<file path="src/rtl/note_renderer.sv">
// Note renderer: scrolls NUM_NOTES note slots once per frame and composites
// their rectangles over the ledger gray through a 2-stage pixel pipeline.
module note_renderer #(
   parameter int NUM_NOTES   = 8,
   parameter int COLOR_W     = 4,
   parameter int PITCH_W     = 4,
   parameter int NOTE_W      = 16,
   parameter int NOTE_H      = 8,
   parameter int PITCH_STEP  = 4,
   parameter int STAFF_TOP   = 100,
   parameter int SCROLL_STEP = 2,
   parameter int H_VISIBLE   = 640
) (
   input  logic                         Clk,
   input  logic                         Reset,
   input  logic [9:0]                   DrawX,
   input  logic [9:0]                   DrawY,
   input  logic                         blank,
   input  logic                         vs,
   input  logic [COLOR_W-1:0]           gray,
   input  logic                         wr_en,
   output logic                         wr_ready,
   input  logic [$clog2(NUM_NOTES)-1:0] wr_slot,
   input  logic [PITCH_W-1:0]           wr_pitch,
   input  logic [3*COLOR_W-1:0]         wr_rgb,
   output logic [NUM_NOTES-1:0]         active_mask,
   output logic [COLOR_W-1:0]           red,
   output logic [COLOR_W-1:0]           green,
   output logic [COLOR_W-1:0]           blue
);
   localparam int IDX_W = $clog2(NUM_NOTES);

   typedef enum logic [0:0] {IDLE = 1'b0, SCROLL = 1'b1} state_t;

   state_t               state;
   logic [IDX_W-1:0]     idx;
   logic                 vs_prev;
   logic                 frame_start;
   logic [10:0]          x     [NUM_NOTES];
   logic [PITCH_W-1:0]   pitch [NUM_NOTES];
   logic [3*COLOR_W-1:0] rgb   [NUM_NOTES];

   logic                 hit_any;
   logic [IDX_W-1:0]     hit_sel;
   logic                 hit_d;
   logic [IDX_W-1:0]     hit_idx_d;
   logic                 blank_d;
   logic [COLOR_W-1:0]   gray_d;

   assign frame_start = vs_prev & ~vs;

   // Slot storage, write port and scroll FSM; a write can only land in IDLE
   always_ff @(posedge Clk) begin
      if (Reset) begin
         state       <= IDLE;
         idx         <= '0;
         vs_prev     <= 1'b1;
         wr_ready    <= 1'b1;
         active_mask <= '0;
         for (int i = 0; i < NUM_NOTES; i++) begin
            x[i]     <= 11'd0;
            pitch[i] <= '0;
            rgb[i]   <= '0;
         end
      end else begin
         vs_prev <= vs;
         if (wr_en && wr_ready) begin
            x[wr_slot]           <= 11'(H_VISIBLE);
            pitch[wr_slot]       <= wr_pitch;
            rgb[wr_slot]         <= wr_rgb;
            active_mask[wr_slot] <= 1'b1;
         end
         case (state)
            IDLE: begin
               if (frame_start) begin
                  state    <= SCROLL;
                  idx      <= '0;
                  wr_ready <= 1'b0;
               end
            end
            SCROLL: begin
               if (active_mask[idx] && (x[idx] < 11'(SCROLL_STEP))) begin
                  active_mask[idx] <= 1'b0;
               end else if (active_mask[idx]) begin
                  x[idx] <= x[idx] - 11'(SCROLL_STEP);
               end
               if (idx == IDX_W'(NUM_NOTES - 1)) begin
                  state    <= IDLE;
                  wr_ready <= 1'b1;
               end else begin
                  idx <= idx + IDX_W'(1);
               end
            end
            default: begin
               state    <= IDLE;
               wr_ready <= 1'b1;
            end
         endcase
      end
   end

   // Hit test against every slot; scanning downward lets the lowest index win
   always_comb begin
      logic [10:0] top;
      logic [10:0] px_x;
      logic [10:0] px_y;
      hit_any = 1'b0;
      hit_sel = '0;
      top     = 11'd0;
      px_x    = 11'(DrawX);
      px_y    = 11'(DrawY);
      for (int i = NUM_NOTES - 1; i >= 0; i--) begin
         top = 11'(STAFF_TOP) + 11'(pitch[i]) * 11'(PITCH_STEP);
         if (active_mask[i] && (px_x >= x[i]) && (px_x < x[i] + 11'(NOTE_W)) &&
             (px_y >= top) && (px_y < top + 11'(NOTE_H))) begin
            hit_any = 1'b1;
            hit_sel = IDX_W'(i);
         end else begin
            hit_any = hit_any;
            hit_sel = hit_sel;
         end
      end
   end

   // Pixel pipeline: stage 1 holds the hit decision, stage 2 the final colour
   always_ff @(posedge Clk) begin
      if (Reset) begin
         hit_d     <= 1'b0;
         hit_idx_d <= '0;
         blank_d   <= 1'b0;
         gray_d    <= '0;
         red       <= '0;
         green     <= '0;
         blue      <= '0;
      end else begin
         hit_d     <= hit_any;
         hit_idx_d <= hit_sel;
         blank_d   <= blank;
         gray_d    <= gray;
         if (!blank_d) begin
            red   <= '0;
            green <= '0;
            blue  <= '0;
         end else if (hit_d) begin
            red   <= rgb[hit_idx_d][3*COLOR_W-1:2*COLOR_W];
            green <= rgb[hit_idx_d][2*COLOR_W-1:COLOR_W];
            blue  <= rgb[hit_idx_d][COLOR_W-1:0];
         end else begin
            red   <= gray_d;
            green <= gray_d;
            blue  <= gray_d;
         end
      end
   end
endmodule

</file>
<file path="config.mk">
export PLATFORM = sky130hd
export DESIGN_NAME = note_renderer
export DESIGN_NICKNAME = d
export VERILOG_FILES = /design/src/rtl/note_renderer.sv
export SDC_FILE = /design/constraint.sdc
export NUM_CORES = 1
export LEC_CHECK = 0
export ABC_AREA = 1
export BUFFER_PORTS_ARGS = -buffer_cell sky130_fd_sc_hd__buf_2
export CAP_MARGIN = 10
export CORE_MARGIN = 4
export CORE_UTILIZATION = 50
export DETAILED_ROUTE_END_ITERATION = 12
export PLACE_DENSITY = 0.8
export SYNTH_ARGS = -nofsm -noshare
export SYNTH_HDL_FRONTEND = slang
export SYNTH_SLANG_ARGS = --single-unit
export TNS_END_PERCENT = 10
</file>
<file path="constraint.sdc">
create_clock -name Clk -period 2.7 [get_ports Clk]
set_clock_uncertainty 0.1 [all_clocks]
set_input_delay 0.135 -clock Clk [delete_from_list [all_inputs] [get_ports Clk]]
set_output_delay 0.135 -clock Clk [all_outputs]
set_load 0.005 [all_outputs]
</file>
==> results.yml <==
outcome:
  outcome: "complete, but fails checks"
  violations: "setup timing"
timing:
  timing.slew.headroom_pct: 43.9
  finalSetupViolCount: 4
  post_route_minimum_period_ns: 2.79
  timing.final.hold_violations: 0
  final_min_period_over_clock_period_pct: 104
  max_clk_rate_mhz: 358
  worst_hold_slack_ns: 0.0616
  rsz0062_at_grt: "yes"
  finalWorstSetupSlack_ns: -0.0946
  timing_max_transition_violations_final: 0
  worstMarginPinSlew_ns: 0.841
floorplanning:
  top_level_ports: 69
  die_h_um: 200
  floorplan.initialDensity_pct: 50.5
  core_um2: 36500
  design.die.area_um2: 40000
  chipWidth_um: 200
  row_count: 70
finish:
  postLayoutCoreUtil_pct: 59.6
  finish.net_count: 2731
  n_fill_cell: 2958
  area_growth_syn_to_layout_pct: 18.0
  diodes: 0
  final_layout_size_suffix_gt1_share_pct: 14.6
clock_network:
  worstSkewPairLatency_ns: 0.55
  clock-sinks: 254
  clk_pin_slew_ns: 0.06
  clockBufferDepth: 3
  clk_root_buffer_cell: "clkbuf_16"
  cts_tree: "yes"
  h-tree-depth: 1
  cts_made_buffers: 27
power:
  power_frac_seq_pct: 43.5
  cellInternalPower_mw: 7.33
  max-vdd-ir-drop_v: 0.000452
  comb_power_share_pct: 21.9
  clockPowerShare_pct: 34.7
  total_switching_power_mw: 3.09
  power.leakage_nw: 10.1
  power_density_cells_nw_per_um2: 479
  power.switching_fraction_pct: 29.7
yosys:
  ys.flop_type: "edfxtp_1"
  ys_top_cells_by_area: "edfxtp_1 35%, ha_1 17%, nor2_1 8.5%, nand2_1 6.3%, inv_1 6.0%"
  synth_top_cell_by_area: "edfxtp_1"
  asyncSetResetFlopFracSynth_pct: 0
  synth_top_area_share_pct: 35.2
  synth_enable_flop_cells: 216
  synth_cells: 2237
  yosysWarnings: 0
  synthDistinctLibCells: 54
  synth_area_um2: 18400
  synth.avg_cell_area_um2: 8.25
  synth-seq-area-share_pct: 39.3
  postSynthRegisterBits: 254
worst_setup_path:
  timing_worst_setup_path_type: "flip-flop to flip-flop"
  cp_slowest_stage_delay_ns: 0.40
  worstRegToRegCells: 17
  worst-endpoint-arrival_ns: 3.13
  crit_path_top_delay_cell: "edfxtp_1"
  setup.worst_path.start_class: "flip-flop"
  crit_fanout: 3
  critical_path.endpoint_type: "flip-flop"
  critPathRequiredTime_ns: 3.03
  cp_cell_sequence: "ha_2, nand2_2, inv_2, nor2_4, ha_4, xor2_1, ha_1, a21oi_1, o21ai_1, nand3_1, nand2_2, a21oi_2, nand4_1, nor2_2, nor2_2, o21ai_1, nor2_1"
grt:
  vias_in_the_first_global_route: 16100
  grt_first_pass_wirelength_mm: 82.5
  gr-total-overflow: 0
  grtUsageTotal_pct: 26.1
  pin_count_of_the_biggest_net_entering_global_routing: 49
  antenna_found_initial: 1
detailed_routing:
  drcViolationCount: 0
  postRouteAntennaNets: 0
  num_vias: 16700
  detail_route.vias_per_cell: 5.71
  drt-total-wl_mm: 54.3
  drtIter0Drc: 1594
  average_wire_length_per_cell_after_detail_routing_um: 18.6
  drt_pre_antenna_iters: 6
placement:
  gp_congestion: 0.936
  hpwlAfterDp_mm: 38.5
  pre_cts_slack_ns: -0.185
  numPortBuffers: 68
hold_path:
  worst_hold_path_class: "input pin to flip-flop"
  holdPathStages: 6
job:
  cap_viol_max_count: 0
==> path summary, 6_finish.rpt <==
path,from,endpoint,slack [ns]
hold / removal,wr_slot[0],active_mask[4],0.06
setup reg to reg,pitch[2][1],hit_idx_d[2],-0.09
hold reg to reg,vs_prev,wr_ready,0.44
setup / recovery,pitch[2][1],hit_idx_d[2],-0.09
==> what timing repair did <==
item	in CTS	in global routing
endpoints found under the hold margin	131	0
hold buffers	31	0
gates resized for setup	42	93
pin swaps	31	46
endpoints found under the setup margin	4	176
setup buffers	5	9
==> synth_stat cells (all sizes together), types with 5 or more instances <==
master and n:
clkbuf 33, o221ai 13, nand2 320, dfxtp 38, a21o 5, nand3 99
a211oi 9, a31oi 14, inv 301, nor2 424, clkinv 6, xnor2 16
nand3b 16, ha 251, xor2 36, buf 28, nor3 57, a21oi 152
edfxtp 216, nand4 40, nor4 6, o311ai 13, o21ai 119
==> cell usage in the layout (no fill, tap or decap), types with 12 or more instances in the layout <==
cell,n
nor2_1,394
nand3_1,89
inv_1,287
nand4_1,40
nand3b_1,16
dfxtp_1,38
nand2_2,20
xnor2_1,13
dlygate4sd3_1,31
o21ai_0,87
ha_1,234
buf_4,101
edfxtp_1,216
o311ai_0,13
inv_2,12
o221ai_1,13
buf_2,68
clkbuf_16,29
xor2_1,34
nor3_1,54
nor2_2,19
a21oi_1,143
nand2_1,292
buf_12,15
o21ai_1,28
==> power groups by stage <==
stage,combinational (mW),clock [mW],sequential [mW]
after floorplan,1.28,0,4.56
after global placement,1.99,0,4.60
after detailed placement,2.07,0,4.60
after CTS,2.15,3.63,4.52
after global routing,2.52,3.80,4.54
final,2.28,3.61,4.53
==> worst max-delay path: cells and delay by family (launching register included) <==
family	cells	cell delay (ns)
DFF	1	0.40
and+or+nand+nor	8	0.87
AOI/OAI and AO/OA	4	0.46
xor gates and xnor gates	1	0.16
adders and majority gates	3	0.64
buffers and inverters	1	0.06
==> flip-flops by register name, summed over array words and instances, names as in the netlist, 3 cells and up, named ones only <==
signal       count
gray_d           4
hit_idx_d        3
idx              3
active_mask      8
rgb             96
red              4
blue             4
pitch           32
x               88
green            4
==> area by class of cell <==
cell class | instances | area [um2] | share of cell area, %
flip-flops and latches | 254 | 7250 | 33.3
repair buffers | 220 | 1770 | 8.11
multi-input cells | 1622 | 10100 | 46.5
clock buffers | 38 | 790 | 3.63
clock inverters | 12 | 82.6 | 0.379
well taps | 468 | 586 | 2.69
inverters | 307 | 1170 | 5.36
==> per-layer routing <==
| layer | track usage [%] | up-vias | share of wire (%) |
|---|---|---|---|
| li1 | - | 7953 | - |
| met5 | 0 | - | 0.024 |
| met1 | 32.2 | 7747 | 38 |
| met3 | 3.91 | 165 | 8.7 |
| met2 | 45.9 | 798 | 49 |
| met4 | 10.6 | 2 | 4.6 |
==> logic make-up after synthesis <==
family,after synthesis,synth area share [%]
DFF,254,39.3
xor gates and xnor gates,52,2.51
other,1,0.0203
and+or+nand+nor,969,22.4
AOI/OAI and AO/OA,342,10.5
buffers and inverters,368,8.27
adders and majority gates,251,17.0
==> metrics by stage <==
| stage | cell area (um2) | setup TNS [ns] | power, mW | std cells |
|---|---|---|---|---|
| finish | 21800 | -0.285 | 10.4 | 2921 |
| global route | 21800 | -3.17 | 10.9 | 2921 |
| CTS | 21400 | -0.00381 | 10.3 | 2912 |
| detailed placement | 20000 | -0.651 | 6.68 | 2826 |
| global placement | 20000 | -0.0364 | 6.58 | 2826 |
| floorplan | 18500 | -1.64 | 5.85 | 2244 |
No activity file was read; power rests on OpenSTA's default activity.
